===== src/rtl/uart_pkg.sv =====
// Definitions shared by both ends of the UART link: FSM state encoding and parity encoding.
package uart_pkg;

    typedef enum logic [2:0] {
        ST_IDLE   = 3'd0,
        ST_START  = 3'd1,
        ST_DATA   = 3'd2,
        ST_PARITY = 3'd3,
        ST_STOP   = 3'd4
    } uart_state_t;

    localparam logic PARITY_EVEN = 1'b0;
    localparam logic PARITY_ODD  = 1'b1;

    // Parity bit that should accompany data whose bits XOR to data_xor.
    function automatic logic expected_parity(input logic data_xor, input logic parity_type);
        return data_xor ^ (parity_type == PARITY_ODD);
    endfunction

endpackage


===== src/rtl/uart_rx_if.sv =====
// Receiver-side bundle: serial line and frame configuration in, recovered word and status out.
interface uart_rx_if #(
    parameter int DATA_WIDTH = 8
);
    logic                  i_serial_data;
    logic                  i_parity_enable;
    logic                  i_parity_type;
    logic [DATA_WIDTH-1:0] o_data;
    logic                  o_data_valid;
    logic                  o_parity_error;
    logic                  o_stop_error;
    logic                  o_busy_flag;

    modport master (
        output i_serial_data, i_parity_enable, i_parity_type,
        input  o_data, o_data_valid, o_parity_error, o_stop_error, o_busy_flag
    );

    modport slave (
        input  i_serial_data, i_parity_enable, i_parity_type,
        output o_data, o_data_valid, o_parity_error, o_stop_error, o_busy_flag
    );
endinterface


===== src/rtl/uart_rx_sampler.sv =====
// Line synchronizer, per-bit tick counter and 3-sample majority vote around the bit centre.
module uart_rx_sampler #(
    parameter int OVERSAMPLE = 8
) (
    input  logic i_clk,
    input  logic i_rst,
    input  logic i_serial_data,
    input  logic i_restart,
    output logic o_line,
    output logic o_bit,
    output logic o_sample_strobe,
    output logic o_bit_end
);
    localparam int TW = $clog2(OVERSAMPLE);
    localparam logic [TW-1:0] T_LO   = TW'(OVERSAMPLE / 2 - 1);
    localparam logic [TW-1:0] T_MID  = TW'(OVERSAMPLE / 2);
    localparam logic [TW-1:0] T_HI   = TW'(OVERSAMPLE / 2 + 1);
    localparam logic [TW-1:0] T_LAST = TW'(OVERSAMPLE - 1);

    logic          sync_meta;
    logic          sync_line;
    logic [TW-1:0] tick;
    logic          samp_lo;
    logic          samp_mid;

    always_ff @(posedge i_clk) begin
        if (i_rst) begin
            sync_meta <= 1'b1;
            sync_line <= 1'b1;
        end else begin
            sync_meta <= i_serial_data;
            sync_line <= sync_meta;
        end
    end

    // Held at zero while the receiver idles, so tick 0 is the cycle the start edge is seen.
    always_ff @(posedge i_clk) begin
        if (i_rst || i_restart) begin
            tick <= '0;
        end else if (tick == T_LAST) begin
            tick <= '0;
        end else begin
            tick <= tick + 1'b1;
        end
    end

    always_ff @(posedge i_clk) begin
        if (i_rst) begin
            samp_lo  <= 1'b1;
            samp_mid <= 1'b1;
        end else begin
            if (tick == T_LO) begin
                samp_lo <= sync_line;
            end
            if (tick == T_MID) begin
                samp_mid <= sync_line;
            end
        end
    end

    // The third sample is the live line at T_HI; consumers register the vote on that edge.
    always_comb begin
        o_line          = sync_line;
        o_bit           = (samp_lo & samp_mid) | (samp_lo & sync_line) | (samp_mid & sync_line);
        o_sample_strobe = (tick == T_HI);
        o_bit_end       = (tick == T_LAST);
    end

endmodule


===== src/rtl/uart_rx.sv =====
// UART receiver: frame FSM, data shift register, parity check and registered status pulses.
module uart_rx
    import uart_pkg::*;
#(
    parameter int DATA_WIDTH = 8,
    parameter int OVERSAMPLE = 8
) (
    input logic     i_clk,
    input logic     i_rst,
    uart_rx_if.slave bus
);
    localparam int IDX_W = (DATA_WIDTH > 1) ? $clog2(DATA_WIDTH) : 1;
    localparam logic [IDX_W-1:0] LAST_IDX = IDX_W'(DATA_WIDTH - 1);

    uart_state_t           state;
    uart_state_t           state_next;
    logic [IDX_W-1:0]      bit_idx;
    logic [DATA_WIDTH-1:0] shreg;
    logic                  par_en_q;
    logic                  par_type_q;
    logic                  par_err_q;
    logic                  line;
    logic                  bit_val;
    logic                  strobe;
    logic                  bit_end;
    logic                  take_frame;
    logic                  flag_stop;
    logic                  flag_par;

    uart_rx_sampler #(
        .OVERSAMPLE(OVERSAMPLE)
    ) u_sampler (
        .i_clk          (i_clk),
        .i_rst          (i_rst),
        .i_serial_data  (bus.i_serial_data),
        .i_restart      (state_next == ST_IDLE),
        .o_line         (line),
        .o_bit          (bit_val),
        .o_sample_strobe(strobe),
        .o_bit_end      (bit_end)
    );

    always_comb begin
        state_next = state;
        take_frame = 1'b0;
        flag_stop  = 1'b0;
        flag_par   = 1'b0;
        case (state)
            ST_IDLE: begin
                if (!line) state_next = ST_START;
            end
            ST_START: begin
                if (strobe && bit_val) state_next = ST_IDLE;
                else if (bit_end)      state_next = ST_DATA;
            end
            ST_DATA: begin
                if (bit_end && bit_idx == LAST_IDX) begin
                    state_next = par_en_q ? ST_PARITY : ST_STOP;
                end
            end
            ST_PARITY: begin
                if (bit_end) state_next = ST_STOP;
            end
            ST_STOP: begin
                // Resolve at the stop sample so a back-to-back start edge is not missed.
                if (strobe) begin
                    state_next = ST_IDLE;
                    if (!bit_val)      flag_stop  = 1'b1;
                    else if (par_err_q) flag_par  = 1'b1;
                    else               take_frame = 1'b1;
                end
            end
            default: state_next = ST_IDLE;
        endcase
    end

    always_ff @(posedge i_clk) begin
        if (i_rst) begin
            state      <= ST_IDLE;
            bit_idx    <= '0;
            shreg      <= '0;
            par_en_q   <= 1'b0;
            par_type_q <= 1'b0;
            par_err_q  <= 1'b0;
        end else begin
            state <= state_next;
            if (state == ST_IDLE && state_next == ST_START) begin
                par_en_q   <= bus.i_parity_enable;
                par_type_q <= bus.i_parity_type;
                par_err_q  <= 1'b0;
                bit_idx    <= '0;
            end
            if (state == ST_DATA) begin
                if (strobe)  shreg   <= {bit_val, shreg[DATA_WIDTH-1:1]};
                if (bit_end) bit_idx <= bit_idx + 1'b1;
            end
            if (state == ST_PARITY && strobe) begin
                par_err_q <= (bit_val != expected_parity(^shreg, par_type_q));
            end
        end
    end

    always_ff @(posedge i_clk) begin
        if (i_rst) begin
            bus.o_data         <= '0;
            bus.o_data_valid   <= 1'b0;
            bus.o_parity_error <= 1'b0;
            bus.o_stop_error   <= 1'b0;
            bus.o_busy_flag    <= 1'b0;
        end else begin
            bus.o_data_valid   <= take_frame;
            bus.o_parity_error <= flag_par;
            bus.o_stop_error   <= flag_stop;
            bus.o_busy_flag    <= (state_next != ST_IDLE);
            if (take_frame) bus.o_data <= shreg;
        end
    end

endmodule


===== src/flat_wrapper.sv =====
// flat-port wrapper written by rule: the top's interface ports become plain ports
module uart_rx_flat import uart_pkg::*;
#(
    parameter int DATA_WIDTH = 8,
    parameter int OVERSAMPLE = 8
)
  (i_clk, i_rst, bus_i_serial_data, bus_i_parity_enable, bus_i_parity_type, bus_o_data, bus_o_data_valid, bus_o_parity_error, bus_o_stop_error, bus_o_busy_flag);
  uart_rx_if #(.DATA_WIDTH(DATA_WIDTH)) bus_i ();
  input logic i_clk;
  input logic i_rst;
  input wire logic [$bits(bus_i.i_serial_data)-1:0] bus_i_serial_data;
  input wire logic [$bits(bus_i.i_parity_enable)-1:0] bus_i_parity_enable;
  input wire logic [$bits(bus_i.i_parity_type)-1:0] bus_i_parity_type;
  output wire logic [$bits(bus_i.o_data)-1:0] bus_o_data;
  output wire logic [$bits(bus_i.o_data_valid)-1:0] bus_o_data_valid;
  output wire logic [$bits(bus_i.o_parity_error)-1:0] bus_o_parity_error;
  output wire logic [$bits(bus_i.o_stop_error)-1:0] bus_o_stop_error;
  output wire logic [$bits(bus_i.o_busy_flag)-1:0] bus_o_busy_flag;
  assign bus_i.i_serial_data = bus_i_serial_data;
  assign bus_i.i_parity_enable = bus_i_parity_enable;
  assign bus_i.i_parity_type = bus_i_parity_type;
  assign bus_o_data = bus_i.o_data;
  assign bus_o_data_valid = bus_i.o_data_valid;
  assign bus_o_parity_error = bus_i.o_parity_error;
  assign bus_o_stop_error = bus_i.o_stop_error;
  assign bus_o_busy_flag = bus_i.o_busy_flag;
  uart_rx #(.DATA_WIDTH(DATA_WIDTH), .OVERSAMPLE(OVERSAMPLE)) u_core (.i_clk(i_clk), .i_rst(i_rst), .bus(bus_i));
endmodule

===== config.mk =====
export PLATFORM = sky130hd
export DESIGN_NAME = uart_rx_flat
export DESIGN_NICKNAME = d
export VERILOG_FILES = /design/src/rtl/uart_pkg.sv /design/src/rtl/uart_rx_if.sv /design/src/rtl/uart_rx_sampler.sv /design/src/rtl/uart_rx.sv /design/src/flat_wrapper.sv
export SDC_FILE = /design/constraint.sdc
export NUM_CORES = 1
export LEC_CHECK = 0
export ABC_AREA = 1
export CELL_PAD_IN_SITES_DETAIL_PLACEMENT = 0
export CELL_PAD_IN_SITES_GLOBAL_PLACEMENT = 2
export CORE_MARGIN = 2
export CORE_UTILIZATION = 34
export CTS_CLUSTER_DIAMETER = 60
export DETAILED_ROUTE_END_ITERATION = 10
export GPL_TIMING_DRIVEN = 0
export MAX_ROUTING_LAYER = met4
export PLACE_DENSITY_LB_ADDON = 0.2
export SLEW_MARGIN = 20
export SYNTH_ARGS = -nofsm -noshare
export SYNTH_HDL_FRONTEND = slang
export SYNTH_SLANG_ARGS = --single-unit

===== constraint.sdc =====
create_clock -name i_clk -period 4.5 [get_ports i_clk]
set_input_delay 0.675 -clock i_clk [delete_from_list [all_inputs] [get_ports i_clk]]
set_output_delay 0.675 -clock i_clk [all_outputs]
set_load 0.01 [all_outputs]

==> flow_metrics.tcl, run 1 <==
set metrics [dict create \
    dpl_cell_area_um2 1910 \
    ys.flop_type "dfxtp_1" \
    netlist_instances 222 \
    internal_power_w 0.000527 \
    ys_ff_latch 36 \
    tns_ps 0 \
    seq_power_share_pct 49.5 \
    synth_warnings 0 \
    n_antenna_cell 0 \
    netSwitchingFraction_pct 19.6 \
    synth_top_area_cell "dfxtp_1" \
    die_x_um 74.0 \
    yosysSeqAreaShare_pct 43.3 \
    cap_violations 0 \
    async_reset_ff_share_pct 0 \
    io_pins 17 \
    cts_root_buffer "clkbuf_8" \
    rows 25 \
    postCtsSetupBuffers 0 \
    clk_pin_slew_worst_paths_ps 70 \
    start_kind "flop" \
    grt_max_degree 12 \
    num-fill-cells 484 \
    via_count 1383 \
    pwr-share-clk_pct 47.2 \
    dr.pass1.iters 4 \
    cts_tree "yes" \
    multi_input_area_um2 792 \
    synth-edff-count 0 \
    synth.avg_cell_area_um2 7.50 \
    p_switching_w 0.000128 \
    cp_slowest_cell "clkdlybuf4s50_1" \
    clock_skew_ps 2.66 \
    route.detailed.drc 0 \
    seqCellArea_um2 721 \
    vdd_drop_max_uv 159 \
    cts_buffers 5 \
    max_freq_mhz 543 \
    worstPathRequired_ps 3830 \
    layout-drive-gt1-share_pct 14.6 \
    hold_buffers 0 \
    grt_setup_unrepaired "false" \
    core_area_um2 4720 \
    crit_chain "clkdlybuf4s50_1" \
    end_kind "output port" \
    first_iter_violations 61 \
    power_density_nw_per_um2 322 \
    area_growth_pct 22.2 \
    h-tree-depth 2 \
    leakagePower_nw 0.886 \
    arrival_ps 1170 \
    status "finished, final reports clean" \
    slowest_delay_ps 540 \
    worst_pin_slew_ps 519 \
    overflow 0 \
    synth_top_area_share_pct 43.3 \
    die_y_um 74.0 \
    dieArea_um2 5470 \
    netlist_area_um2 1670 \
    hold_path_class "flop to flop" \
    cts_num_sinks 36 \
    synth_cell_types 28 \
    port-buffer-count 16 \
    drt-wirelength-per-cell_um 10.9 \
    synthTopCellsByCount "nand2_1 (52), dfxtp_1 (36), inv_1 (25)" \
    drt-vias-per-instance 4.42 \
    setup_viol 0 \
    grt_pass1_vias 1343 \
    worst_slack_ps 2660 \
    hold_viol_final 0 \
    nNetsFinal 257 \
    slew_viol_final 0 \
    start_util_pct 35.3 \
    finalCoreUtilization_pct 43.1 \
    critPathTopFamily "buffers and inverters" \
    dp_worst_setup_slack_ps 2490 \
    finalCriticalPeriod_ps 1840 \
    grt_use_total_pct 14.9 \
    cp_num_buf_inv 1 \
    place_congestion 0.763 \
    post_cts_resized 0 \
    antenna_found_initial 0 \
    grt_first_pass_wirelength_mm 6.00 \
    fin_area_um2 2040 \
    drtAntennaViolNets 0 \
    comb_power_share_pct 3.4 \
    critPathMaxFanout 2 \
    synth_nets 234 \
    period_share_pct 40.9 \
    wirelength_mm 3.42 \
    synth.most_common_cell "nand2_1" \
    synth.area.top_cells "dfxtp_1 (43%), nand2_1 (12%), a21oi_1 (6.3%)" \
    worst_skew_pair.late_latency_ps 280 \
    dp_hpwl_mm 2.53 \
    criticalPathCategory "flop to output port" \
    cts_max_path_buffers 2 \
    max_slew_margin_pct 65.4 \
]
## path summary, 6_finish.rpt
path | startpoint | endpoint | slack [ps] | depth (start not counted)
worst min-delay path | u_core.u_sampler.sync_meta | u_core.u_sampler.o_line | 410 | 1
worst min register to register | u_core.u_sampler.sync_meta | u_core.u_sampler.o_line | 410 | 1
worst max register to register | u_core.u_sampler.tick[0] | u_core.u_sampler.tick[0] | 2850 | 9
worst max-delay path | u_core.bus.o_data[7] | bus_o_data[7] | 2660 | 1
## through the flow
step                total power (W)  hold slack [ps]  cells
floorplan                  0.000345              389    222
global placement           0.000354              394    305
detailed placement         0.000354              402    305
CTS                        0.000671              420    313
global route               0.000680              435    313
finish                     0.000655              413    313
## cells by family (layout without fill, tap and decap cells)
logic type | Yosys count | count (layout) | synth area share, %
adders and majority gates | 7 | 7 | 5.26
buffers and inverters | 37 | 61 | 9.17
and+or+nand+nor | 95 | 95 | 26.4
AOI/OAI and AO/OA | 47 | 47 | 15.9
DFF | 36 | 36 | 43.3
## per-layer routing
| metal | share of wire (%) | track usage [%] | up-vias |
|---|---|---|---|
| met5 | 0 | - | - |
| met4 | 1.1 | 6.06 | 0 |
| met3 | 3.7 | 4.07 | 4 |
| met2 | 42 | 21.0 | 24 |
| met1 | 54 | 20.1 | 603 |
| li1 | - | - | 752 |
## power groups by stage
stage | Sequential, W | Clock [W] | Combinational, W
final | 0.000324 | 0.000309 | 0.0000220
after global routing | 0.000325 | 0.000331 | 0.0000251
after CTS | 0.000324 | 0.000324 | 0.0000225
after detailed placement | 0.000331 | 0 | 0.0000224
after global placement | 0.000331 | 0 | 0.0000228
after floorplan | 0.000331 | 0 | 0.0000131
## registers in the layout, indices dropped and copies added, names as in the netlist, 3 cells and up
signal,cells
u_core.shreg,8
u_core.bit_idx,3
u_core.bus.o_data,8
u_core.state,3
u_core.u_sampler.tick,3
## layout by cell type (no fill, tap or decap), types with 6 or more instances in the layout
master           instances
a21oi_1                 21
nor2_1                  14
dfxtp_1                 36
ha_1                     7
clkdlybuf4s50_1         16
nand3_1                 14
inv_2                    6
o21ai_0                 16
inv_1                   25
nand2_1                 52
clkbuf_8                 7
## area by class of cell
class / instances / area share (%)
inverters: 32 / 5.96
clock buffers: 7 / 4.73
repair buffers: 16 / 7.87
multi-input cells: 149 / 38.9
clock inverters: 1 / 1.48
well taps: 67 / 4.12
plain buffers: 5 / 1.54
flip-flops and latches: 36 / 35.4
Power figures use the tool's default switching activity.
==> inputs of run 2 (changes only) <==
--- a/config.mk
+++ b/config.mk
@@ -9,7 +9,7 @@
 export CELL_PAD_IN_SITES_DETAIL_PLACEMENT = 0
 export CELL_PAD_IN_SITES_GLOBAL_PLACEMENT = 2
 export CORE_MARGIN = 2
-export CORE_UTILIZATION = 34
+export CORE_UTILIZATION = 32
 export CTS_CLUSTER_DIAMETER = 60
 export DETAILED_ROUTE_END_ITERATION = 10
 export GPL_TIMING_DRIVEN = 0
==> constraint.sdc (replaced) <==
create_clock -name i_clk -period 1.8 [get_ports i_clk]
set_input_delay 0.27 -clock i_clk [delete_from_list [all_inputs] [get_ports i_clk]]
set_output_delay 0.27 -clock i_clk [all_outputs]
set_load 0.01 [all_outputs]
==> run 2 against run 1 <==
  * Design area is 1.9% lower
  * Via count is 0.72% higher
  * Combinational power grew to 2.5 times the previous value
  * Total power is 120% higher
  * Critical path depth is 9 higher
  * Sequential power grew to 2.5 times the previous value
  * Worst hold slack better by 12 ps
  * Global-route usage is 1.3 points lower
  * Non-clock buffer count stayed put
  * Sequential share of layout area is 0.69 points higher
  * Largest cell class unchanged
  * Wire length is 3.3% higher
  * Core utilization is 3.8 points lower
==> flow_metrics.tcl, run 2 (synthesized netlist as in run 1, its figures left out) <==
set metrics [dict create \
    grt_setup_unrepaired "false" \
    antenna_found_initial 0 \
    leakagePower_nw 0.860 \
    drtAntennaViolNets 0 \
    postCtsSetupBuffers 0 \
    route.detailed.drc 0 \
    overflow 0 \
    layout-drive-gt1-share_pct 14.7 \
    status "finished, final reports clean" \
    vdd_drop_max_uv 375 \
    cap_violations 0 \
    dp_worst_setup_slack_ps 128 \
    dieArea_um2 5800 \
    n_antenna_cell 0 \
    hold_viol_final 0 \
    stdcell_count 315 \
    first_iter_violations 61 \
    dp_cells 308 \
    finalCriticalPeriod_ps 1590 \
    clk_pin_slew_worst_paths_ps 70 \
    io_pins 17 \
    dp_hpwl_mm 2.66 \
    end_kind "flop" \
    criticalPathCategory "flop to flop" \
    drt-wirelength-per-cell_um 11.2 \
    grt_pass1_vias 1313 \
    port-buffer-count 16 \
    cts_max_path_buffers 2 \
    slew_viol_final 0 \
    grt_first_pass_wirelength_mm 6.11 \
    clock_skew_ps 7.93 \
    die_y_um 76.1 \
    arrival_ps 1770 \
    area_growth_pct 19.9 \
    worst_slack_ps 210 \
    rows 26 \
    final_cell_mix "nand2_1 (52), dfxtp_1 (36), inv_1 (25), a21oi_1 (21)" \
    max_slew_margin_pct 63.9 \
    cts_num_sinks 36 \
    worstPathRequired_ps 1980 \
    h-tree-depth 2 \
    start_kind "flop" \
    max_freq_mhz 629 \
    layout_commonest_cell "nand2_1" \
    via_count 1393 \
    power_density_nw_per_um2 707 \
    worst_pin_slew_ps 541 \
    period_share_pct 88.4 \
    cts_tree "yes" \
    tns_ps 0 \
    setup_viol 0 \
    dr.pass1.iters 4 \
    power_w 0.00141 \
    start_util_pct 32.8 \
    drt-vias-per-instance 4.42 \
    die_x_um 76.1 \
    biggestRegsByFlops "u_core.bus.o_data x8, u_core.shreg x8" \
    wirelength_mm 3.54 \
    hold_path_class "flop to flop" \
    worst_skew_pair.late_latency_ps 280 \
    grt_use_total_pct 13.6 \
    critPathMaxFanout 4 \
    cts_root_buffer "clkbuf_8" \
    nNetsFinal 257 \
    cts_buffers 5 \
    grt_max_degree 11 \
    core_area_um2 5070 \
    place_congestion 0.726 \
]
run 2: worst max-delay path, stage by stage (launching register included):
cell	delay (ps)
dfxtp_1	340
ha_1	230
ha_2	200
nand2_1	120
nor2_1	60
nand2_1	90
nand3_1	90
o21ai_2	160
nand2_2	70
nand2_2	80
nor2_1	40
run 2: final cells by class:
type	count	area (um^2)
Multi-Input combinational cell	149	798
Buffer	5	31.3
Inverter	32	121
Clock inverter	1	5.00
Timing Repair Buffer	16	160
Fill cell	582	3080
Sequential cell	36	721
Tap cell	70	87.6
Clock buffer	6	72.6
run 2: worst paths after layout:
| check | startpoint | endpoint | slack, ps | cells after the start |
|---|---|---|---|---|
| hold / removal | u_core.u_sampler.sync_meta | u_core.u_sampler.o_line | 430 | 1 |
| setup reg to reg | u_core.u_sampler.tick[0] | u_core.u_sampler.tick[0] | 210 | 10 |
| setup / recovery | u_core.u_sampler.tick[0] | u_core.u_sampler.tick[0] | 210 | 10 |
| hold reg to reg | u_core.u_sampler.sync_meta | u_core.u_sampler.o_line | 430 | 1 |
run 2: power by group:
part / internal, W / total, W / switching [W]
sequential: 0.000805 / 0.000811 / 0.00000586
clock: 0.000263 / 0.000546 / 0.000283
combinational: 0.0000233 / 0.0000554 / 0.0000322
total: 0.00109 / 0.00141 / 0.000321
run 2: routing by layer:
metal | GRT usage [%] | part of all wire (%)
met1 | 18.7 | 54
met2 | 19.4 | 40
met3 | 2.96 | 5.1
met4 | 6.00 | 1.3
met5 | - | 0
run 2: through the flow:
stage	util [%]	hold WS [ps]	cell area [um^2]
final	39.3	425	2000
after global routing	39.3	456	2000
after CTS	39.2	428	1990
after detailed placement	37.7	410	1910
after global placement	37.7	405	1910
after floorplan	-	374	1670
run 2: repair_timing:
action                                  CTS  global route
resized for setup                         0             2
hold buffers                              0             0
endpoints found under the setup margin    0             3
